$ cat src/rtl/seg_codes_pkg.sv
// seg_codes_pkg: decoder data/mode code pairs, message codes and arbiter states.
package seg_codes_pkg;
    localparam logic [3:0] HEX_MODE   = 4'b1000;
    localparam logic [3:0] SPC_MODE   = 4'b0000;
    localparam logic [3:0] CODE_BLANK = 4'b0001;
    localparam logic [3:0] CODE_MINUS = 4'b0100;
    localparam logic [3:0] CODE_DP    = 4'b0010;
    localparam logic [3:0] CODE_F     = 4'b1000;
    typedef enum logic [1:0] {MSG_BLANK, MSG_MINUS, MSG_FAULT, MSG_DP} msg_code_t;
    typedef enum logic {ST_VAL, ST_MSG} state_t;
    function automatic logic [3:0] msg_data(input msg_code_t c);
        return (c == MSG_MINUS) ? CODE_MINUS : (c == MSG_FAULT) ? CODE_F :
               (c == MSG_DP) ? CODE_DP : CODE_BLANK;
    endfunction
endpackage

$ cat src/rtl/seg_hold_timer.sv
// seg_hold_timer: down-counter loaded with CYCLES-1, stops at zero and flags it.
module seg_hold_timer #(
    parameter int CYCLES = 2
) (
    input  logic clk,
    input  logic reset,
    input  logic i_load,
    input  logic i_en,
    output logic o_zero
);
    localparam int W = (CYCLES > 1) ? $clog2(CYCLES) : 1;
    logic [W-1:0] r_cnt;
    always_ff @(posedge clk or posedge reset) begin
        if (reset) r_cnt <= '0;
        else if (i_load) r_cnt <= W'(CYCLES - 1);
        else if (i_en && r_cnt != '0) r_cnt <= r_cnt - W'(1);
    end
    assign o_zero = (r_cnt == '0);
endmodule

$ cat src/rtl/seg_display_arbiter.sv
// seg_display_arbiter: shares a seven-segment bank between a numeric value
// source and a held, optionally blinking message requester.
module seg_display_arbiter #(
    parameter int NUM_DIGITS   = 4,
    parameter int HOLD_CYCLES  = 50000000,
    parameter int BLINK_CYCLES = 25000000
) (
    input  logic                    clk,
    input  logic                    reset,
    input  logic [4*NUM_DIGITS-1:0] val_data,
    input  logic                    val_neg,
    input  logic                    val_valid,
    input  logic                    blank_lz,
    input  logic                    msg_req,
    input  logic [1:0]              msg_code,
    input  logic                    msg_blink,
    output logic                    msg_ack,
    output logic                    busy,
    output logic [4*NUM_DIGITS-1:0] dig_data,
    output logic [4*NUM_DIGITS-1:0] dig_mode
);
    import seg_codes_pkg::*;
    state_t r_state, w_next;
    msg_code_t r_code, w_code;
    logic r_blink, w_blink, r_phase, w_phase, r_ack, r_busy;
    logic w_accept, w_hold_zero, w_blink_zero, w_blink_reload, w_lead;
    logic [4*NUM_DIGITS-1:0] r_data, r_mode, w_data, w_mode;

    seg_hold_timer #(.CYCLES(HOLD_CYCLES)) u_hold (
        .clk(clk), .reset(reset), .i_load(w_accept),
        .i_en(r_state == ST_MSG), .o_zero(w_hold_zero)
    );
    seg_hold_timer #(.CYCLES(BLINK_CYCLES)) u_blink (
        .clk(clk), .reset(reset), .i_load(w_accept || w_blink_reload),
        .i_en(r_state == ST_MSG), .o_zero(w_blink_zero)
    );

    // Display is built from next-cycle state so the registered digits switch on the same edge as the FSM.
    always_comb begin
        w_accept       = (r_state == ST_VAL) && msg_req;
        w_next         = w_accept ? ST_MSG : (r_state == ST_MSG && w_hold_zero) ? ST_VAL : r_state;
        w_code         = w_accept ? msg_code_t'(msg_code) : r_code;
        w_blink        = w_accept ? msg_blink : r_blink;
        w_blink_reload = (r_state == ST_MSG) && r_blink && w_blink_zero;
        w_phase        = w_accept ? 1'b1 : w_blink_reload ? ~r_phase : r_phase;
        w_lead         = 1'b1;
        w_data         = '0;
        w_mode         = '0;
        for (int i = NUM_DIGITS - 1; i >= 0; i--) begin
            w_mode[4*i +: 4] = SPC_MODE;
            if (w_next == ST_MSG)
                w_data[4*i +: 4] = (w_blink && !w_phase) ? CODE_BLANK : msg_data(w_code);
            else if (!val_valid)
                w_data[4*i +: 4] = CODE_BLANK;
            else if (i == NUM_DIGITS - 1 && val_neg)
                w_data[4*i +: 4] = CODE_MINUS;
            else if (blank_lz && w_lead && val_data[4*i +: 4] == 4'd0 && i != 0)
                w_data[4*i +: 4] = CODE_BLANK;
            else begin
                w_data[4*i +: 4] = val_data[4*i +: 4];
                w_mode[4*i +: 4] = HEX_MODE;
                w_lead           = 1'b0;
            end
        end
    end

    always_ff @(posedge clk or posedge reset) begin
        if (reset) begin
            r_state <= ST_VAL;
            r_code  <= MSG_BLANK;
            r_blink <= 1'b0;
            r_phase <= 1'b0;
            r_ack   <= 1'b0;
            r_busy  <= 1'b0;
            r_data  <= {NUM_DIGITS{CODE_BLANK}};
            r_mode  <= {NUM_DIGITS{SPC_MODE}};
        end else begin
            r_state <= w_next;
            r_code  <= w_code;
            r_blink <= w_blink;
            r_phase <= w_phase;
            r_ack   <= w_accept;
            r_busy  <= (w_next == ST_MSG);
            r_data  <= w_data;
            r_mode  <= w_mode;
        end
    end

    assign msg_ack  = r_ack;
    assign busy     = r_busy;
    assign dig_data = r_data;
    assign dig_mode = r_mode;
endmodule

$ cat config.mk
export PLATFORM = sky130hd
export DESIGN_NAME = seg_display_arbiter
export DESIGN_NICKNAME = d
export VERILOG_FILES = /design/src/rtl/seg_codes_pkg.sv /design/src/rtl/seg_hold_timer.sv /design/src/rtl/seg_display_arbiter.sv
export SDC_FILE = /design/constraint.sdc
export NUM_CORES = 1
export LEC_CHECK = 0
export ABC_AREA = 1
export CAP_MARGIN = 20
export CORE_MARGIN = 1
export CORE_UTILIZATION = 61
export CTS_CLUSTER_SIZE = 30
export DETAILED_ROUTE_END_ITERATION = 10
export PLACE_DENSITY_LB_ADDON = 0.2
export SETUP_SLACK_MARGIN = 0.3
export SKIP_LAST_GASP = 1
export SYNTH_ARGS = -nofsm -noshare
export SYNTH_HDL_FRONTEND = slang
export SYNTH_HIERARCHICAL = 1
export SYNTH_SLANG_ARGS = --single-unit
$ cat constraint.sdc
create_clock -name clk -period 5.1 [get_ports clk]
set_input_delay 1.02 -clock clk [delete_from_list [all_inputs] [get_ports clk]]
set_output_delay 1.02 -clock clk [all_outputs]
set_load 0.1 [all_outputs]
==> results by group, run 1 <==
Layout
  – Fillers: 589
  – Final #Nets: 755
  – Layout cells sized above 1: 0.107
  – Area Overhead vs Synth: 14.9%
  – Ant. Diodes: 0
  – Final Instance Area: 5510 um^2
  – Final core utilization: 0.743

Die
  – Initial core utilization: 0.647
  – Die Wd: 90.6 um
  – # IOs: 59
  – # rows: 31
  – Core area: 7410 um^2
  – Die H: 90.6 um
  – Total die area: 8210 um^2

Power and ir drop
  – VDD IR max: 0.143 mV
  – Fraction of power spent switching nets: 0.270
  – Combinational power share: 0.066
  – Seq pwr share: 0.511
  – Clock power frac: 0.423
  – P_int: 0.872 mW
  – Switch Pwr: 0.323 mW
  – Power density of the placed cells: 217 nW/um^2
  – LEAKAGE: 2.92 nW

STA
  – Slew margin rel.: 0.317
  – Fmax: 0.312 GHz
  – Setup TNS: 0 ns
  – Measured slew at the worst slew-check pin: 1.02 ns
  – Tmin final: 3.20 ns
  – Final Max Tran Viols: 0
  – Final hold vios: 0
  – Unrepaired setup endpoints after global routing: false
  – Tcrit/Tclk final: 0.627
  – Skew final: 0.00823 ns
  – Final setup fails: 0

Placed design
  – Placer congestion estimate: 1.01
  – Post-DP Area: 5240 um^2
  – HPWL Detailed: 8460 um
  – Port bufs: 46

Critical path
  – R2R setup slack: 2.13 ns
  – Arr. time, crit path: 2.18 ns
  – R2r endpoint: u_blink/r_cnt[10]
  – Critical Path RT: 4.08 ns
  – CP Depth: 1
  – CP max stage delay: 1.22 ns
  – Crit path buffers/inverters: 1
  – Worst reg2reg startpoint: u_blink/r_cnt[0]
  – Worst setup EP type: output port
  – Crit path max-delay family: buffers and inverters
  – Crit-path cells: clkdlybuf4s50_1
  – Reg2Reg Depth: 15
  – Crit-path max FO: 8
  – Crit Path Class: register to output port
  – CP max-delay cell: clkdlybuf4s50_1
  – Worst Setup Start Kind: register
  – Crit path from: busy

Routing
  – Vias: 4580
  – WL/cell: 13.8 um
  – WL final: 11500 um
  – Final ANT Viol Nets: 0
  – Number of vias per cell: 5.51
  – Initial DRC count: 375
  – Remaining DRCs: 0
  – First-pass detailed-route iteration total: 5

Synthesis
  – Async set-reset flop share out of synthesis: 1.00
  – Post-Synth Adder-Cell Area: 0.00783
  – Seq/Total Area, Yosys: 0.403
  – Number of synthesized flops with an enable pin: 0
  – Area share of and/or/nand/nor cells after synthesis: 0.447
  – Synth Instances: 681
  – Distinct cells, synth: 33
  – Mux cell area share after synthesis: 0
  – Xor and xnor area share after synthesis: 0.00914
  – Synth Area in Compound Gates: 0.0418
  – Post-Synthesis Cell Area: 4790 um^2
  – Yosys top cell area share: 0.381
  – Synth area leaders: dfrtp_1 (38%), nand2_1 (19%), nand3_1 (7.3%)
  – Combinational family with the most area after synthesis: simple AND/OR/NAND/NOR gates
  – Avg Inst Size Synth: 7.04 um^2
  – Yosys reg bits: 77
  – Main synth FF type: dfrtp_1
  – Yosys warns: 6
  – Area leader, netlist: dfrtp_1

GRT
  – Antenna violations before repair: 0
  – GR Overflow Total: 0
  – Vias in the first global route: 4288
  – Largest net degree at the start of global routing: 28
  – First-pass GRT wire length: 19500 um
  – Tot GR Track Use: 0.298

Worst hold path
  – Worst Hold Launch: u_hold/r_cnt[0]
  – Hold Path End: u_hold/r_cnt[0]
  – Hold-critical path depth: 2
  – Hold Crit Class: register to register

Clocking
  – Clk root buf: clkbuf_8
  – Worst skew pair latency: 0.37 ns
  – CTS tree: done
  – Postcts setup bufs: 0
  – Hold buffer count at cts: 0
  – CTS Buf Count: 9
  – Clock Path Buffers: 2
  – CTS clk-pin slew, worst paths: 0.09 ns
  – # resized after CTS: 0
  – H-tree levels: 3
  – CTS Sinks: 77

Run
  – Max cap viols: 0

Run status
  – Outcome: complete, no violations
## cells in the final DEF, fill, tap and decap left out, types with 4 or more instances in the layout
master	n
o21ai_0	7
a21o_1	5
nand4_1	31
nor2_4	5
dfrtp_1	73
inv_6	4
nand3_1	70
clkdlybuf4s50_1	46
clkbuf_8	9
or2_2	7
xor2_1	5
nand2_1	237
inv_1	63
dfstp_2	4
nor3_1	4
nand2_2	12
o21ai_2	11
conb_1	12
nor2_1	93
nand2_4	5
nor2_2	5
## power by group through the flow
stage	clock (mW)	sequential (mW)	combinational (mW)
after floorplan	0	0.622	0.0581
after global placement	0	0.622	0.0744
after detailed placement	0	0.622	0.0749
after CTS	0.514	0.610	0.0750
after global routing	0.538	0.610	0.0851
final	0.505	0.610	0.0794
## area by class of cell
type	count	area, um^2	share of cell area
multi-input combinational	523	2470	0.448
sequential	77	1930	0.351
timing repair buffer	48	515	0.0936
inverter	68	256	0.0466
clock buffer	9	124	0.0225
tap	99	124	0.0225
clock inverter	7	87.6	0.0159
## logic make-up (layout without fill, tap and decap cells)
group,Yosys count,count (layout)
XOR/XNOR,5,5
other,1,12
adder cells (fa/ha/maj),3,3
buffers and inverters,92,132
AND/OR/NAND/NOR,476,476
AO/OA/AOI/OAI,27,27
flip-flops,77,77
## synthesized netlist by cell type (7+ instances only)
| library cell | count |
|---|---|
| buf_4 | 15 |
| dfrtp_1 | 73 |
| inv_1 | 63 |
| nand2_1 | 237 |
| nand2_2 | 12 |
| nand3_1 | 70 |
| nand4_1 | 31 |
| nor2_1 | 93 |
| o21ai_0 | 7 |
| o21ai_2 | 11 |
| or2_2 | 7 |
## through the flow
| step | worst slack, ns | hold slack (ns) | power (mW) | instances |
|---|---|---|---|---|
| after floorplan | 2.90 | 0.465 | 0.680 | 692 |
| after global placement | 1.96 | 0.481 | 0.697 | 813 |
| after detailed placement | 1.90 | 0.489 | 0.697 | 813 |
| after CTS | 1.87 | 0.514 | 1.20 | 829 |
| after global routing | 1.83 | 0.536 | 1.23 | 831 |
| final | 1.90 | 0.507 | 1.19 | 831 |
## sequential cells by signal, indices dropped and copies added, names as in the netlist
name	count
r_code	2
dig_data	16
r_blink	1
dig_mode	4
u_blink/r_cnt	25
msg_ack	1
r_phase	1
busy	1
u_hold/r_cnt	26
## metal layers
metal / wire, um / GRT usage / vias up
met2: 5140 / 0.454 / 225
met4: 257 / 0.0954 / 0
li1: - / - / 2227
met3: 1220 / 0.0993 / 33
met1: 4870 / 0.402 / 2095
met5: 0 / 0 / -
## worst max-delay path by stage
stage | endpoint | slack (ns)
3_3_place_gp | u_hold/r_cnt[17] | 1.96
4_1_cts | busy | 1.87
2_1_floorplan | u_blink/r_cnt[11] | 2.90
5_1_grt | busy | 1.83
3_5_place_dp | u_blink/r_cnt[10] | 1.90
6_report | busy | 1.90
Power figures use the tool's default switching activity.
==> run 2, diff against run 1 <==
--- a/config.mk
+++ b/config.mk
@@ -8,7 +8,7 @@
 export ABC_AREA = 1
 export CAP_MARGIN = 20
 export CORE_MARGIN = 1
-export CORE_UTILIZATION = 61
+export CORE_UTILIZATION = 56
 export CTS_CLUSTER_SIZE = 30
 export DETAILED_ROUTE_END_ITERATION = 10
 export PLACE_DENSITY_LB_ADDON = 0.2
==> constraint.sdc (replaced) <==
create_clock -name clk -period 3.2 [get_ports clk]
set_input_delay 0.64 -clock clk [delete_from_list [all_inputs] [get_ports clk]]
set_output_delay 0.64 -clock clk [all_outputs]
set_load 0.1 [all_outputs]
==> results by group, run 2 (synthesis gave the netlist of run 1 again) <==
Clocking
  – H-tree levels: 3
  – Postcts setup bufs: 0
  – CTS clk-pin slew, worst paths: 0.08 ns
  – CTS tree: done
  – Hold buffer count at cts: 0
  – Clock Path Buffers: 2
  – CTS Buf Count: 9
  – Clk root buf: clkbuf_8
  – # resized after CTS: 0
  – Worst skew pair latency: 0.35 ns
  – CTS Sinks: 77

Placed design
  – Post-DP Area: 5220 um^2
  – HPWL Detailed: 8450 um
  – Port bufs: 46
  – Placer congestion estimate: 0.960

Run status
  – Outcome: complete, no violations

GRT
  – Largest net degree at the start of global routing: 27
  – Tot GR Track Use: 0.270
  – Antenna violations before repair: 0
  – First-pass GRT wire length: 18700 um
  – Vias in the first global route: 4185
  – GR Overflow Total: 0

Critical path
  – Worst setup EP type: register
  – Crit-path cells: inv_1 -> ha_1 -> inv_1 -> nor2_1 -> nand2_1 -> nor2_1 -> nand3_2 -> inv_1 -> nand3_1 -> nand2_1 -> inv_1 -> nand2_4 -> clkinv_2 -> nand2_1 -> nand2_1
  – Critical Path RT: 3.44 ns
  – CP max-delay cell: dfrtp_1
  – Crit-path max FO: 26
  – CP max stage delay: 0.39 ns
  – Arr. time, crit path: 2.82 ns
  – Worst Setup Start Kind: register
  – Crit Path Class: register to register
  – R2R setup slack: 0.61 ns

Routing
  – Vias: 4461
  – WL/cell: 13.8 um
  – First-pass detailed-route iteration total: 5
  – Number of vias per cell: 5.31
  – Final ANT Viol Nets: 0
  – Remaining DRCs: 0
  – Initial DRC count: 187
  – WL final: 11600 um

Die
  – # IOs: 59
  – # rows: 33
  – Core area: 8260 um^2
  – Die H: 94.5 um
  – Total die area: 8930 um^2
  – Die Wd: 94.5 um
  – Initial core utilization: 0.580

STA
  – Final hold vios: 0
  – Measured slew at the worst slew-check pin: 0.562 ns
  – Final Max Tran Viols: 0
  – Unrepaired setup endpoints after global routing: false
  – Skew final: 0.0132 ns
  – Tmin final: 2.59 ns
  – Fmax: 0.387 GHz
  – Setup TNS: 0 ns
  – Tcrit/Tclk final: 0.808
  – Final setup fails: 0
  – Slew margin rel.: 0.624

Layout
  – Commonest non-fill, non-tap cell in the layout: nand2_1
  – Max reg flops: 26
  – Area occupied by multi-input gates: 2470 um^2
  – Final Instance Area: 5490 um^2
  – Area Overhead vs Synth: 14.6%
  – Seq. cell area: 1930 um^2
  – Most flops, register: u_hold/r_cnt
  – Layout cells sized above 1: 0.140
  – Fillers: 708
  – Most frequent cells in the layout: nand2_1 (237), nor2_1 (93), dfrtp_1 (73)
  – Ant. Diodes: 0
  – Final #Nets: 758

Power and ir drop
  – LEAKAGE: 2.97 nW
  – Tot Pwr: 1.93 mW
  – Power density of the placed cells: 351 nW/um^2
  – VDD IR max: 0.204 mV

Run
  – Max cap viols: 0

Worst hold path
  – Hold Crit Class: register to register
==> run 2: changes by cell type in the layout (fill, tap and decap cells not counted) <==
cell             previous run  this run
clkinv_4                    0         1
inv_6                       4         2
bufinv_16                   1         2
clkdlybuf4s50_1            46        24
buf_4                       0        25
inv_8                       2         0
clkinv_2                    1         3
==> run 2: cell type report <==
cell class / instances / area share
Tap cell: 105 / 0.0239
Clock inverter: 7 / 0.0175
Inverter: 68 / 0.0467
Timing Repair Buffer: 51 / 0.0880
Multi-Input combinational cell: 523 / 0.449
Sequential cell: 77 / 0.352
Clock buffer: 9 / 0.0226
==> run 2: worst paths after layout <==
kind                                        from  depth (start not counted)                to
worst max-delay path            u_blink/r_cnt[0]                         15  u_blink/r_cnt[5]
worst min-delay path             u_hold/r_cnt[0]                          2   u_hold/r_cnt[0]
min in group asynchronous                  reset                          2  u_blink/r_cnt[0]
max in group asynchronous                  reset                          3       dig_data[0]
worst max register to register  u_blink/r_cnt[0]                         15  u_blink/r_cnt[5]
worst min register to register   u_hold/r_cnt[0]                          2   u_hold/r_cnt[0]
==> run 2: report_power, final <==
group	internal, mW	switching, mW
sequential	0.972	0
combinational	0.0352	0.0937
clock	0.443	0.382
total	1.45	0.476
==> run 2: metal layers <==
metal | routed length (um) | part of all wire | vias to the layer above | GRT usage
li1 | - | - | 2241 | -
met2 | 6040 | 0.52 | 84 | 0.480
met1 | 4820 | 0.42 | 2106 | 0.317
met4 | 410 | 0.035 | 0 | 0.146
met5 | 0 | 0 | - | 0
met3 | 299 | 0.026 | 30 | 0.0338
==> run 2: critical path, delay by kind of cell, from the launching register on <==
| family | cells | cell delay [ns] |
|---|---|---|
| and+or+nand+nor | 9 | 1.16 |
| buffers and inverters | 5 | 0.71 |
| DFF | 1 | 0.39 |
| adders and majority gates | 1 | 0.20 |
==> run 2: stage by stage <==
step	hold slack [ns]	cells	setup WS (ns)	utilization
2_1_floorplan	0.465	692	0.998	-
3_3_place_gp	0.483	822	0.764	0.632
3_5_place_dp	0.487	822	0.681	0.632
4_1_cts	0.516	838	0.652	0.658
5_1_grt	0.553	840	0.380	0.665
6_report	0.514	840	0.615	0.665
==> run 3, diff against run 2 <==
==> constraint.sdc (replaced) <==
create_clock -name clk -period 2.6 [get_ports clk]
set_input_delay 0.52 -clock clk [delete_from_list [all_inputs] [get_ports clk]]
set_output_delay 0.52 -clock clk [all_outputs]
set_load 0.1 [all_outputs]
==> results by group, run 3 (synthesis gave the netlist of run 1 again) <==
Run status
  – Outcome: complete, no violations

Routing
  – Number of vias per cell: 5.33
  – Remaining DRCs: 0
  – Vias: 4511
  – First-pass detailed-route iteration total: 5
  – WL final: 11700 um
  – Final ANT Viol Nets: 0
  – WL/cell: 13.8 um
  – Initial DRC count: 248

STA
  – Tcrit/Tclk final: 0.837
  – Slew margin rel.: 0.581
  – Final setup fails: 0
  – Unrepaired setup endpoints after global routing: false
  – Setup TNS: 0 ns
  – Measured slew at the worst slew-check pin: 0.628 ns
  – Skew final: 0.0112 ns
  – Tmin final: 2.18 ns
  – Fmax: 0.459 GHz
  – Final Max Tran Viols: 0
  – Final hold vios: 0

Clocking
  – CTS Buf Count: 9
  – Worst skew pair latency: 0.36 ns
  – Clock Path Buffers: 2
  – Clk root buf: clkbuf_8
  – CTS clk-pin slew, worst paths: 0.09 ns
  – CTS Sinks: 77
  – CTS tree: done
  – Hold buffer count at cts: 0
  – H-tree levels: 3

Placed design
  – Port bufs: 46
  – HPWL Detailed: 8510 um
  – Placed Cells: 826
  – Placer congestion estimate: 0.921

Die
  – Die H: 94.5 um
  – Total die area: 8930 um^2
  – Core area: 8260 um^2
  – Die Wd: 94.5 um
  – # IOs: 59
  – # rows: 33
  – Initial core utilization: 0.580

Layout
  – Final core utilization: 0.670
  – Ant. Diodes: 0
  – Final #Nets: 765
  – Most frequent cells in the layout: nand2_1 (236), nor2_1 (93), dfrtp_1 (73)
  – Most flops, register: u_hold/r_cnt
  – Non-filler cells, final: 847
  – Max reg flops: 26
  – Commonest non-fill, non-tap cell in the layout: nand2_1
  – Layout cells sized above 1: 0.150
  – Area Overhead vs Synth: 15.4%

GRT
  – Antenna violations before repair: 0
  – Tot GR Track Use: 0.274
  – Vias in the first global route: 4085
  – First-pass GRT wire length: 18800 um
  – Largest net degree at the start of global routing: 27
  – GR Overflow Total: 0

Critical path
  – Worst Setup Start Kind: register
  – Crit path from: u_hold/r_cnt[0]
  – Setup crit end: u_hold/r_cnt[24]
  – Reg2Reg Depth: 10
  – Worst reg2reg startpoint: u_hold/r_cnt[0]
  – Critical Path RT: 2.89 ns
  – Arr. time, crit path: 2.47 ns
  – R2R setup slack: 0.42 ns
  – Worst setup EP type: register
  – Crit-path max FO: 12
  – Crit Path Class: register to register
  – R2r endpoint: u_hold/r_cnt[24]

Power and ir drop
  – Power density of the placed cells: 430 nW/um^2
  – Tot Pwr: 2.38 mW
  – VDD IR max: 0.448 mV
  – LEAKAGE: 2.99 nW

Run
  – Max cap viols: 0

Worst hold path
  – Hold Crit Class: primary input to async pin
run 3: cell type report:
cell class                      instances  area, um^2
Clock buffer                           10         128
Clock inverter                          6        96.3
Fill cell                             698        2730
Inverter                               68         258
Multi-Input combinational cell        524        2490
Sequential cell                        77        1930
Tap cell                              105         131
Timing Repair Buffer                   57         495
run 3: metal layers:
metal  vias up  GRT usage  part of all wire
li1       2250          -                 -
met1      2102      0.330              0.41
met2       123      0.489              0.51
met3        36     0.0459             0.047
met4         0      0.107             0.025
met5         -          0                 0
run 3: per-stage QoR:
step	hold slack, ns	setup slack, ns	cell area [um^2]
3_5_place_dp	0.489	0.350	5250
3_3_place_gp	0.479	0.471	5250
6_report	0.487	0.423	5530
4_1_cts	0.491	0.326	5470
2_1_floorplan	0.465	0.398	4830
5_1_grt	0.519	0.300	5530
run 3: worst min path at each step:
| stage | cells past startpoint | slack, ns | from | endpoint |
|---|---|---|---|---|
| after floorplan | 2 | 0.47 | u_hold/r_cnt[0] | u_hold/r_cnt[0] |
| after global placement | 2 | 0.48 | u_hold/r_cnt[0] | u_hold/r_cnt[0] |
| after detailed placement | 2 | 0.49 | u_hold/r_cnt[0] | u_hold/r_cnt[0] |
| after CTS | 2 | 0.49 | reset | msg_ack |
| after global routing | 2 | 0.52 | reset | r_phase |
| final | 2 | 0.49 | reset | dig_mode[7] |
run 3: critical path, stage by stage (launching register included):
cell and delay, ns:
dfrtp_1 0.38, inv_1 0.19, ha_4 0.21, nand2_2 0.09
nor2_1 0.16, nand2_2 0.10, nor2_4 0.13, nor2_2 0.13
nor2_2 0.53, nand2_1 0.10, nand2_1 0.09
run 3: timing repair:
action                                  CTS  global route
endpoints found under the setup margin    0            53
gates resized for setup                   0             6
setup buffers                             0             4
run 3: report_power, final:
part | leakage [nW] | total (mW) | internal (mW) | switching, mW
registers | 0.903 | 1.20 | 1.20 | 0
clock network | 0.109 | 1.03 | 0.551 | 0.480
logic | 1.98 | 0.152 | 0.0371 | 0.115
total | 2.99 | 2.38 | 1.78 | 0.595
